`config.mk`:
```
export PLATFORM = sky130hd
export DESIGN_NAME = pic_inta_sequencer
export DESIGN_NICKNAME = d
export VERILOG_FILES = /design/src/rtl/pic_inta_sequencer.sv
export SDC_FILE = /design/constraint.sdc
export NUM_CORES = 1
export LEC_CHECK = 0
export ABC_CLOCK_PERIOD_IN_PS = 6900
export CAP_MARGIN = 30
export CELL_PAD_IN_SITES_DETAIL_PLACEMENT = 0
export CELL_PAD_IN_SITES_GLOBAL_PLACEMENT = 1
export CORE_UTILIZATION = 30
export DETAILED_ROUTE_END_ITERATION = 8
export PLACE_DENSITY = 0.83
export SLEW_MARGIN = 20
export SYNTH_ARGS = -nofsm -noshare
export SYNTH_HDL_FRONTEND = slang
export SYNTH_SLANG_ARGS = --single-unit
```
`constraint.sdc`:
```
create_clock -name clk -period 6.9 [get_ports clk]
set_input_delay 1.725 -clock clk [delete_from_list [all_inputs] [get_ports clk]]
set_output_delay 1.725 -clock clk [all_outputs]
set_load 0.05 [all_outputs]
```
`src/rtl/pic_inta_sequencer.sv`:
```
// 8259 PIC CPU-side interrupt acknowledge sequencer (8086 mode).
// Resolves fixed priority over unmasked requests in fully nested mode, runs the
// two-pulse INTA handshake, drives the vector byte and owns the in-service register.
module pic_inta_sequencer #(
    parameter logic [2:0] SPURIOUS_LEVEL = 3'd7
) (
    input  logic       clk,
    input  logic       reset_n,
    input  logic [7:0] interrupt_request,
    input  logic [7:0] interrupt_mask,
    input  logic       inta_n,
    input  logic [4:0] vector_base,
    input  logic       auto_eoi,
    input  logic       eoi_cmd,
    input  logic       eoi_specific,
    input  logic [2:0] eoi_level,
    output logic       int_out,
    output logic [7:0] irr_clear,
    output logic [7:0] data_out,
    output logic       data_out_en,
    output logic [7:0] in_service_register
);

    typedef enum logic [1:0] {StIdle, StIntPend, StAck1, StAck2} state_e;

    state_e     state_q;
    logic       inta_q;
    logic [2:0] lvl_q;
    logic       spur_q;

    logic       fall;
    logic       rise;
    logic [7:0] pend;
    logic [2:0] req_lvl;
    logic [2:0] isr_lvl;
    logic       eligible;
    logic [7:0] isr_set;
    logic [7:0] isr_clr;

    assign fall = inta_q & ~inta_n;
    assign rise = ~inta_q & inta_n;
    assign pend = interrupt_request & ~interrupt_mask;

    // Priority encoders: lowest set index wins (IR0 highest priority).
    always_comb begin
        req_lvl = 3'd0;
        isr_lvl = 3'd0;
        for (int i = 7; i >= 0; i--) begin
            if (pend[i]) req_lvl = 3'(i);
            if (in_service_register[i]) isr_lvl = 3'(i);
        end
    end

    // Fully nested: only a strictly higher-priority request may interrupt service.
    always_comb begin
        eligible = (pend != 8'h00) &&
                   ((in_service_register == 8'h00) || (req_lvl < isr_lvl));
    end

    // ISR set/clear masks; EOI decodes against the pre-update ISR.
    always_comb begin
        isr_set = 8'h00;
        isr_clr = 8'h00;
        if ((state_q == StIntPend) && fall && (pend != 8'h00)) begin
            isr_set[req_lvl] = 1'b1;
        end
        if ((state_q == StAck2) && rise && auto_eoi && !spur_q) begin
            isr_clr[lvl_q] = 1'b1;
        end
        if (eoi_cmd) begin
            if (eoi_specific) begin
                isr_clr[eoi_level] = 1'b1;
            end else if (in_service_register != 8'h00) begin
                isr_clr[isr_lvl] = 1'b1;
            end
        end
    end

    // Handshake FSM with registered outputs; a set beats a clear on the same ISR bit.
    always_ff @(posedge clk) begin
        if (!reset_n) begin
            state_q             <= StIdle;
            inta_q              <= 1'b1;
            lvl_q               <= 3'd0;
            spur_q              <= 1'b0;
            int_out             <= 1'b0;
            irr_clear           <= 8'h00;
            data_out            <= 8'h00;
            data_out_en         <= 1'b0;
            in_service_register <= 8'h00;
        end else begin
            inta_q              <= inta_n;
            irr_clear           <= 8'h00;
            in_service_register <= (in_service_register & ~isr_clr) | isr_set;
            case (state_q)
                StIdle: begin
                    if (eligible) begin
                        state_q <= StIntPend;
                        int_out <= 1'b1;
                    end
                end
                StIntPend: begin
                    if (fall) begin
                        lvl_q     <= (pend != 8'h00) ? req_lvl : SPURIOUS_LEVEL;
                        spur_q    <= (pend == 8'h00);
                        irr_clear <= isr_set;
                        state_q   <= StAck1;
                    end else if (!eligible) begin
                        state_q <= StIdle;
                        int_out <= 1'b0;
                    end
                end
                StAck1: begin
                    if (fall) begin
                        data_out    <= {vector_base, lvl_q};
                        data_out_en <= 1'b1;
                        state_q     <= StAck2;
                    end
                end
                StAck2: begin
                    if (rise) begin
                        data_out_en <= 1'b0;
                        int_out     <= 1'b0;
                        state_q     <= StIdle;
                    end
                end
                default: state_q <= StIdle;
            endcase
        end
    end

endmodule

```
==> key figures, run 1 <==
Synthesis
  – Yosys synthesis warning count: 0
  – Synth cell types: 53
  – Post-synth EDFFs: 0
  – Synth area leaders: dfxtp_1 (36%), nor2b_1 (4.8%), nand2_1 (4.5%)
  – Synth Instances: 205
  – Synth top cells by count: dfxtp_1 (33), nand2_1 (22), nor2_1 (15)
  – Sequential-to-total area share from yosys stat: 36.4%
  – Post-Syn Area: 1820 sq um
  – Synthesized area per cell: 8.86 sq um
  – Yosys top cell area share: 36.4%
  – Top_reg_cell synth: dfxtp_1
  – FFs w/ async S/R, synth: 0%
  – Syn Nets: 237
  – Most common cell in the synthesized netlist: dfxtp_1
  – Post-synthesis register bit count: 33
  – Synth area leader: dfxtp_1

Run status
  – Status: finished clean

Die
  – I/O pin count: 56
  – Core area: 5680 sq um
  – Die width: 79.8 um
  – DIE AREA: 6370 sq um
  – Site Rows: 27
  – Die Y-Extent: 79.8 um
  – Starting Density: 32.0%

Critical path
  – Critical Path Fanout Max: 4
  – Worst Path Buf+Inv: 1
  – Setup Crit Path Kind: in2reg
  – Critical path endpoint category: flop
  – CP max-delay cell: clkdlybuf4s50_1
  – Crit path launch: interrupt_mask[0]
  – Arrival time of the worst setup path: 4.12 ns
  – CP peak stage delay: 0.46 ns
  – FF-to-FF Start: in_service_register[0]
  – CP Launch Type: primary input
  – Critical Path RT: 7.07 ns
  – Worst path cell trace: clkdlybuf4s50_1 > or2b_1 > and4bb_2 > a21boi_0 > ha_1 > a21oi_1 > a32o_1 > a31oi_2 > a2111oi_2 > a311o_1
  – CP top delay family: compound AO/OA/AOI/OAI gates

Placement
  – I/O Buffers: 55
  – Final HPWL DP: 3470 um
  – Gpl congestion: 0.776
  – DP Area: 2420 sq um
  – Pre-CTS worst setup slack: 2.64 ns

Timing
  – Slack of the critical path: 2.95 ns
  – Slew @ Worst Pin: 0.501 ns
  – Final setup fails: 0
  – RSZ-0062 raised after global routing: no
  – Slew Viols, Final: 0
  – Clk_skew: 0.00345 ns
  – Slew HR: 66.5%
  – Max Freq: 253 MHz
  – Fin crit period: 3.95 ns
  – Hold Fails Final Rpt: 0
  – Final period util: 57.3%
  – Total negative slack: 0 ns

Job
  – MaxCap Viol Count: 0

Clock tree
  – CTS Hold Bufs: 0
  – TritonCTS buffer count: 5
  – Number of clock sinks: 33
  – Clock-pin slew on the worst setup and hold paths: 0.07 ns
  – Skew-Pair Late Insertion Delay: 0.28 ns
  – Post-CTS Resized: 0
  – H-Tree Depth: 2
  – CTS tree: done
  – Post-CTS Setup Bufs: 0
  – Root Buffer: clkbuf_8
  – Max Buffers Root-to-Sink: 2

Global routing
  – GRT Total Usage: 14.8%
  – First-pass GRT wire length: 7290 um
  – Largest net degree at the start of global routing: 31
  – GR Overflow Total: 0
  – Vias in the first global route: 1542
  – Antenna violations before repair: 0

Power
  – Leakage: 0.890 nW
  – Power per Cell Area: 183 nW/um^2
  – Peak supply drop: 0.0000797 V

Route
  – Vias per inst: 4.98
  – DR pass1 iterations: 4
  – Via Count: 1662
  – Post-Route WL: 4600 um
  – Drt initial violations: 100
  – Post-route ant nets: 0
  – Routed length per instance: 13.8 um
  – Residual DRC: 0

Cells and area
  – P&R area growth vs syn: 38.9%
  – Final Cell Area: 2520 sq um
  – Antenna Cells: 0
  – Fin nets: 293
  – Share of cells above drive strength 1: 10.3%
  – Final core utilization: 44.4%

Min path
  – Hold crit path type: reg2reg
  – Hold Crit Start: spur_q
[per-stage QoR]
stage | cells | hold slack [ns] | total power [mW]
after floorplan | 205 | 0.444 | 0.283
after global placement | 325 | 0.461 | 0.324
after detailed placement | 325 | 0.468 | 0.325
after CTS | 333 | 0.478 | 0.466
after global routing | 334 | 0.497 | 0.487
final | 334 | 0.473 | 0.460
[cell type report]
type / count / area, sq um
Timing Repair Buffer: 56 / 562
Clock buffer: 5 / 68.8
Sequential cell: 33 / 661
Fill cell: 576 / 3150
Multi-Input combinational cell: 157 / 1090
Inverter: 8 / 30.0
Tap cell: 72 / 90.1
Clock inverter: 3 / 17.5
[power breakdown]
part           internal [mW]  switching (mW)
clock network         0.0695          0.0696
logic                 0.0506          0.0601
registers              0.199          0.0110
[kinds of logic after synthesis]
kind of cell | after synthesis | share of synthesized area [%]
AOI/OAI and AO/OA | 49 | 22.5
adders and majority gates | 2 | 1.38
buffers and inverters | 15 | 3.45
DFF | 33 | 36.4
muxes | 8 | 4.41
and+or+nand+nor | 98 | 31.9
[flip-flops by register name (all words and copies together) (netlist names), named ones only]
name / cells
data_out: 8
int_out: 1
irr_clear: 8
lvl_q: 3
state_q: 1
data_out_en: 1
in_service_register: 8
inta_q: 1
spur_q: 1
[metal layers]
layer  routed length (um)  vias to the layer above  GRT usage (%)
met5                    0                        -              0
met4                   53                        0           4.82
met3                  252                        7           3.31
met2                 2110                       55           23.8
met1                 2180                      745           19.6
li1                     -                      855              -
[placed cells by master (no fill, tap or decap), types with 2 or more instances in the layout]
master,Yosys,routed
o2bb2ai_1,2,2
a21oi_1,7,7
nor2b_4,3,3
o311ai_0,4,4
or2b_1,2,2
clkdlybuf4s50_1,0,55
o31ai_1,2,2
nand2_1,22,22
dfxtp_1,33,33
nand3b_1,4,4
clkinv_2,0,2
nor2_1,15,15
nand3_1,9,9
o21ai_0,7,7
and3_1,3,3
nor2b_1,14,14
mux2i_1,8,8
ha_1,2,2
clkbuf_8,0,5
nand2b_1,6,6
inv_1,8,8
a32oi_1,2,2
nor3_1,8,8
and2_1,2,2
a21boi_0,7,7
[tightest hold or removal path, cell delays in order (launching register included)]
cell	delay [ns]
dfxtp_1	0.31
nand2_1	0.05
a21boi_0	0.06
[final timing paths]
check | slack, ns | depth (start not counted) | to
worst max-delay path | 2.95 | 10 | int_out
worst min-delay path | 0.47 | 2 | spur_q
worst max register to register | 4.60 | 8 | int_out
worst min register to register | 0.47 | 2 | spur_q
Note: power is estimated with default switching activity, not from simulation.
==> run 2: changes to the inputs <==
- ABC_CLOCK_PERIOD_IN_PS: 6900 -> 3600
- PLACE_DENSITY: 0.83 -> 0.86
- clock period: 6.9 -> 3.6 ns (I/O delays scaled with it)
==> run 2 against run 1 <==
Setup slack got worse by 2.4 ns. Sequential share of layout area fell by 0.27 points. Clock-buffer cell count rose by 2. Cell count did not move. Total power rose by 110%. Worst hold slack improved by 0.013 ns. Non-clock buffer count did not move. First-iteration DRC count fell by 51%. Combinational power rose by 89%. Sequential power rose by 92%. Clock skew fell by 0.00091 ns. Die area did not move.
==> key figures, run 2 (synthesis gave the netlist of run 1 again) <==
Die
  – DIE AREA: 6370 sq um (unchanged)
  – Die width: 79.8 um (unchanged)
  – Core area: 5680 sq um (unchanged)
  – I/O pin count: 56 (unchanged)
  – Die Y-Extent: 79.8 um (unchanged)
  – Starting Density: 32.0% (unchanged)
  – Site Rows: 27 (unchanged)

Critical path
  – Critical Path RT: 3.77 ns (was 7.07 ns)
  – CP top delay family: compound AO/OA/AOI/OAI gates (unchanged)
  – R2r setup slk: 1.30 ns (was 4.60 ns)
  – Setup Crit Path Kind: in2reg (unchanged)
  – Worst path cell trace: clkdlybuf4s50_1 > or2b_1 > and4bb_2 > a21boi_0 > ha_1 > a21oi_1 > a32o_1 > a31oi_2 > a2111oi_2 > a311o_1 (unchanged)
  – FF-to-FF Start: in_service_register[0] (unchanged)
  – CP max-delay cell: clkdlybuf4s50_1 (unchanged)
  – Worst Path Buf+Inv: 1 (unchanged)
  – Critical path endpoint category: flop (unchanged)
  – Critical Path Fanout Max: 4 (unchanged)
  – CP Launch Type: primary input (unchanged)
  – CP peak stage delay: 0.47 ns (was 0.46 ns)
  – Arrival time of the worst setup path: 3.25 ns (was 4.12 ns)
  – Reg2reg path depth: 8 (unchanged)
  – Worst r2r dst: int_out (unchanged)

Cells and area
  – Antenna Cells: 0 (unchanged)
  – Share of cells above drive strength 1: 9.92% (was 10.3%)
  – Fill count: 589 (was 576)
  – Commonest non-fill, non-tap cell in the layout: clkdlybuf4s50_1 (unchanged)
  – P&R area growth vs syn: 40.3% (was 38.9%)
  – Regs by FF count: data_out: 8 flops, in_service_register: 8 flops, irr_clear: 8 flops (unchanged)
  – Commonest non-fill, non-tap cells in the layout: clkdlybuf4s50_1 (55), dfxtp_1 (33), nand2_1 (22) (unchanged)
  – Fin cells: 334 (unchanged)
  – Fin nets: 293 (unchanged)

Global routing
  – Largest net degree at the start of global routing: 22 (was 31)
  – GRT Total Usage: 15.5% (was 14.8%)
  – GR Overflow Total: 0 (unchanged)
  – First-pass GRT wire length: 7700 um (was 7290 um)
  – Antenna violations before repair: 0 (unchanged)
  – Vias in the first global route: 1615 (was 1542)

Clock tree
  – H-Tree Depth: 2 (unchanged)
  – CTS tree: done (unchanged)
  – TritonCTS buffer count: 5 (unchanged)
  – Post-CTS Resized: 0 (unchanged)
  – Max Buffers Root-to-Sink: 2 (unchanged)
  – CTS Hold Bufs: 0 (unchanged)
  – Skew-Pair Late Insertion Delay: 0.28 ns (about the same)
  – Root Buffer: clkbuf_8 (unchanged)
  – Number of clock sinks: 33 (unchanged)
  – Clock-pin slew on the worst setup and hold paths: 0.07 ns (about the same)
  – Post-CTS Setup Bufs: 0 (unchanged)

Timing
  – Total negative slack: 0 ns (unchanged)
  – Hold Fails Final Rpt: 0 (unchanged)
  – Minimum hold slack: 0.486 ns (was 0.473 ns)
  – RSZ-0062 raised after global routing: no (unchanged)
  – Clk_skew: 0.00255 ns (was 0.00345 ns)
  – Slew Viols, Final: 0 (unchanged)
  – Slew HR: 66.3% (was 66.5%)
  – Slew @ Worst Pin: 0.504 ns (was 0.501 ns)
  – Max Freq: 325 MHz
  – Final period util: 85.4%
  – Final setup fails: 0 (unchanged)
  – Fin crit period: 3.08 ns

Route
  – Post-Route WL: 4560 um (was 4600 um)
  – DR pass1 iterations: 4 (unchanged)
  – Post-route ant nets: 0 (unchanged)
  – Residual DRC: 0 (unchanged)
  – Drt initial violations: 49 (was 100)
  – Vias per inst: 5.14 (was 4.98)
  – Via Count: 1718 (was 1662)
  – Routed length per instance: 13.7 um (was 13.8 um)

Power
  – Total power: 0.970 mW (was 0.460 mW)
  – Peak supply drop: 0.000279 V (was 0.0000797 V)
  – Leakage: 0.904 nW (was 0.890 nW)
  – Power per Cell Area: 381 nW/um^2 (was 183 nW/um^2)

Run status
  – Status: finished clean (unchanged)

Min path
  – WHS Path Cells: 2 (unchanged)
  – Hold worst-path end: spur_q (unchanged)
  – Hold crit path type: reg2reg (unchanged)
  – Hold Crit Start: spur_q (unchanged)

Placement
  – DP Cell Count: 326 (was 325)
  – Gpl congestion: 0.848 (was 0.776)
  – Final HPWL DP: 3520 um (was 3470 um)
  – I/O Buffers: 55 (unchanged)

Job
  – MaxCap Viol Count: 0 (unchanged)
run 2: how the worst max path moves through the flow:
stage                              start       to  depth (start not counted)  slack [ns]
detailed placement     interrupt_mask[0]  int_out                         10        0.22
CTS                    interrupt_mask[0]  int_out                         10        0.52
global placement       interrupt_mask[0]  int_out                         10        0.25
finish              interrupt_request[0]  int_out                         10        0.52
global route           interrupt_mask[0]  int_out                         10        0.37
floorplan           interrupt_request[0]  int_out                          9        0.83
run 2: power breakdown:
group          switching (mW)  leakage (nW)  internal [mW]  total [mW]
combinational           0.114         0.578         0.0964       0.210
sequential             0.0210         0.268          0.382       0.403
clock                   0.131        0.0585          0.226       0.357
total                   0.266         0.904          0.704       0.970
run 2: metrics by stage:
step | util [%] | worst slack (ns) | area, sq um
floorplan | - | 0.830 | 1820
global placement | 42.8 | 0.252 | 2430
detailed placement | 42.8 | 0.220 | 2430
CTS | 44.9 | 0.518 | 2550
global route | 44.9 | 0.374 | 2550
finish | 44.9 | 0.525 | 2550
run 2: final cells by class:
cell class | count | area [sq um] | area share, %
multi-input cells | 157 | 1090 | 42.9
flip-flops and latches | 33 | 661 | 25.9
inverters | 8 | 30.0 | 1.18
clock inverters | 1 | 30.0 | 1.18
repair buffers | 56 | 558 | 21.9
well taps | 72 | 90.1 | 3.54
clock buffers | 7 | 86.3 | 3.39
run 2: layer usage:
| layer | part of all wire [%] | global-route usage, % | up-vias | routed length [um] |
|---|---|---|---|---|
| met5 | 0 | 0 | - | 0 |
| met4 | 1.5 | 4.82 | 0 | 69 |
| met3 | 6.9 | 3.89 | 9 | 313 |
| met2 | 46 | 25.0 | 62 | 2120 |
| met1 | 45 | 20.3 | 794 | 2060 |
| li1 | - | - | 853 | - |
run 2: tightest hold or removal path, cell delays in order (launching register included):
cell and delay (ns):
dfxtp_1 0.32, nand2_1 0.05, a21boi_0 0.06
==> run 3: changes to the inputs <==
- TNS_END_PERCENT: not set -> 30
==> results of run 3 <==
Final layout, timing and power as in run 2 (identical DEF).
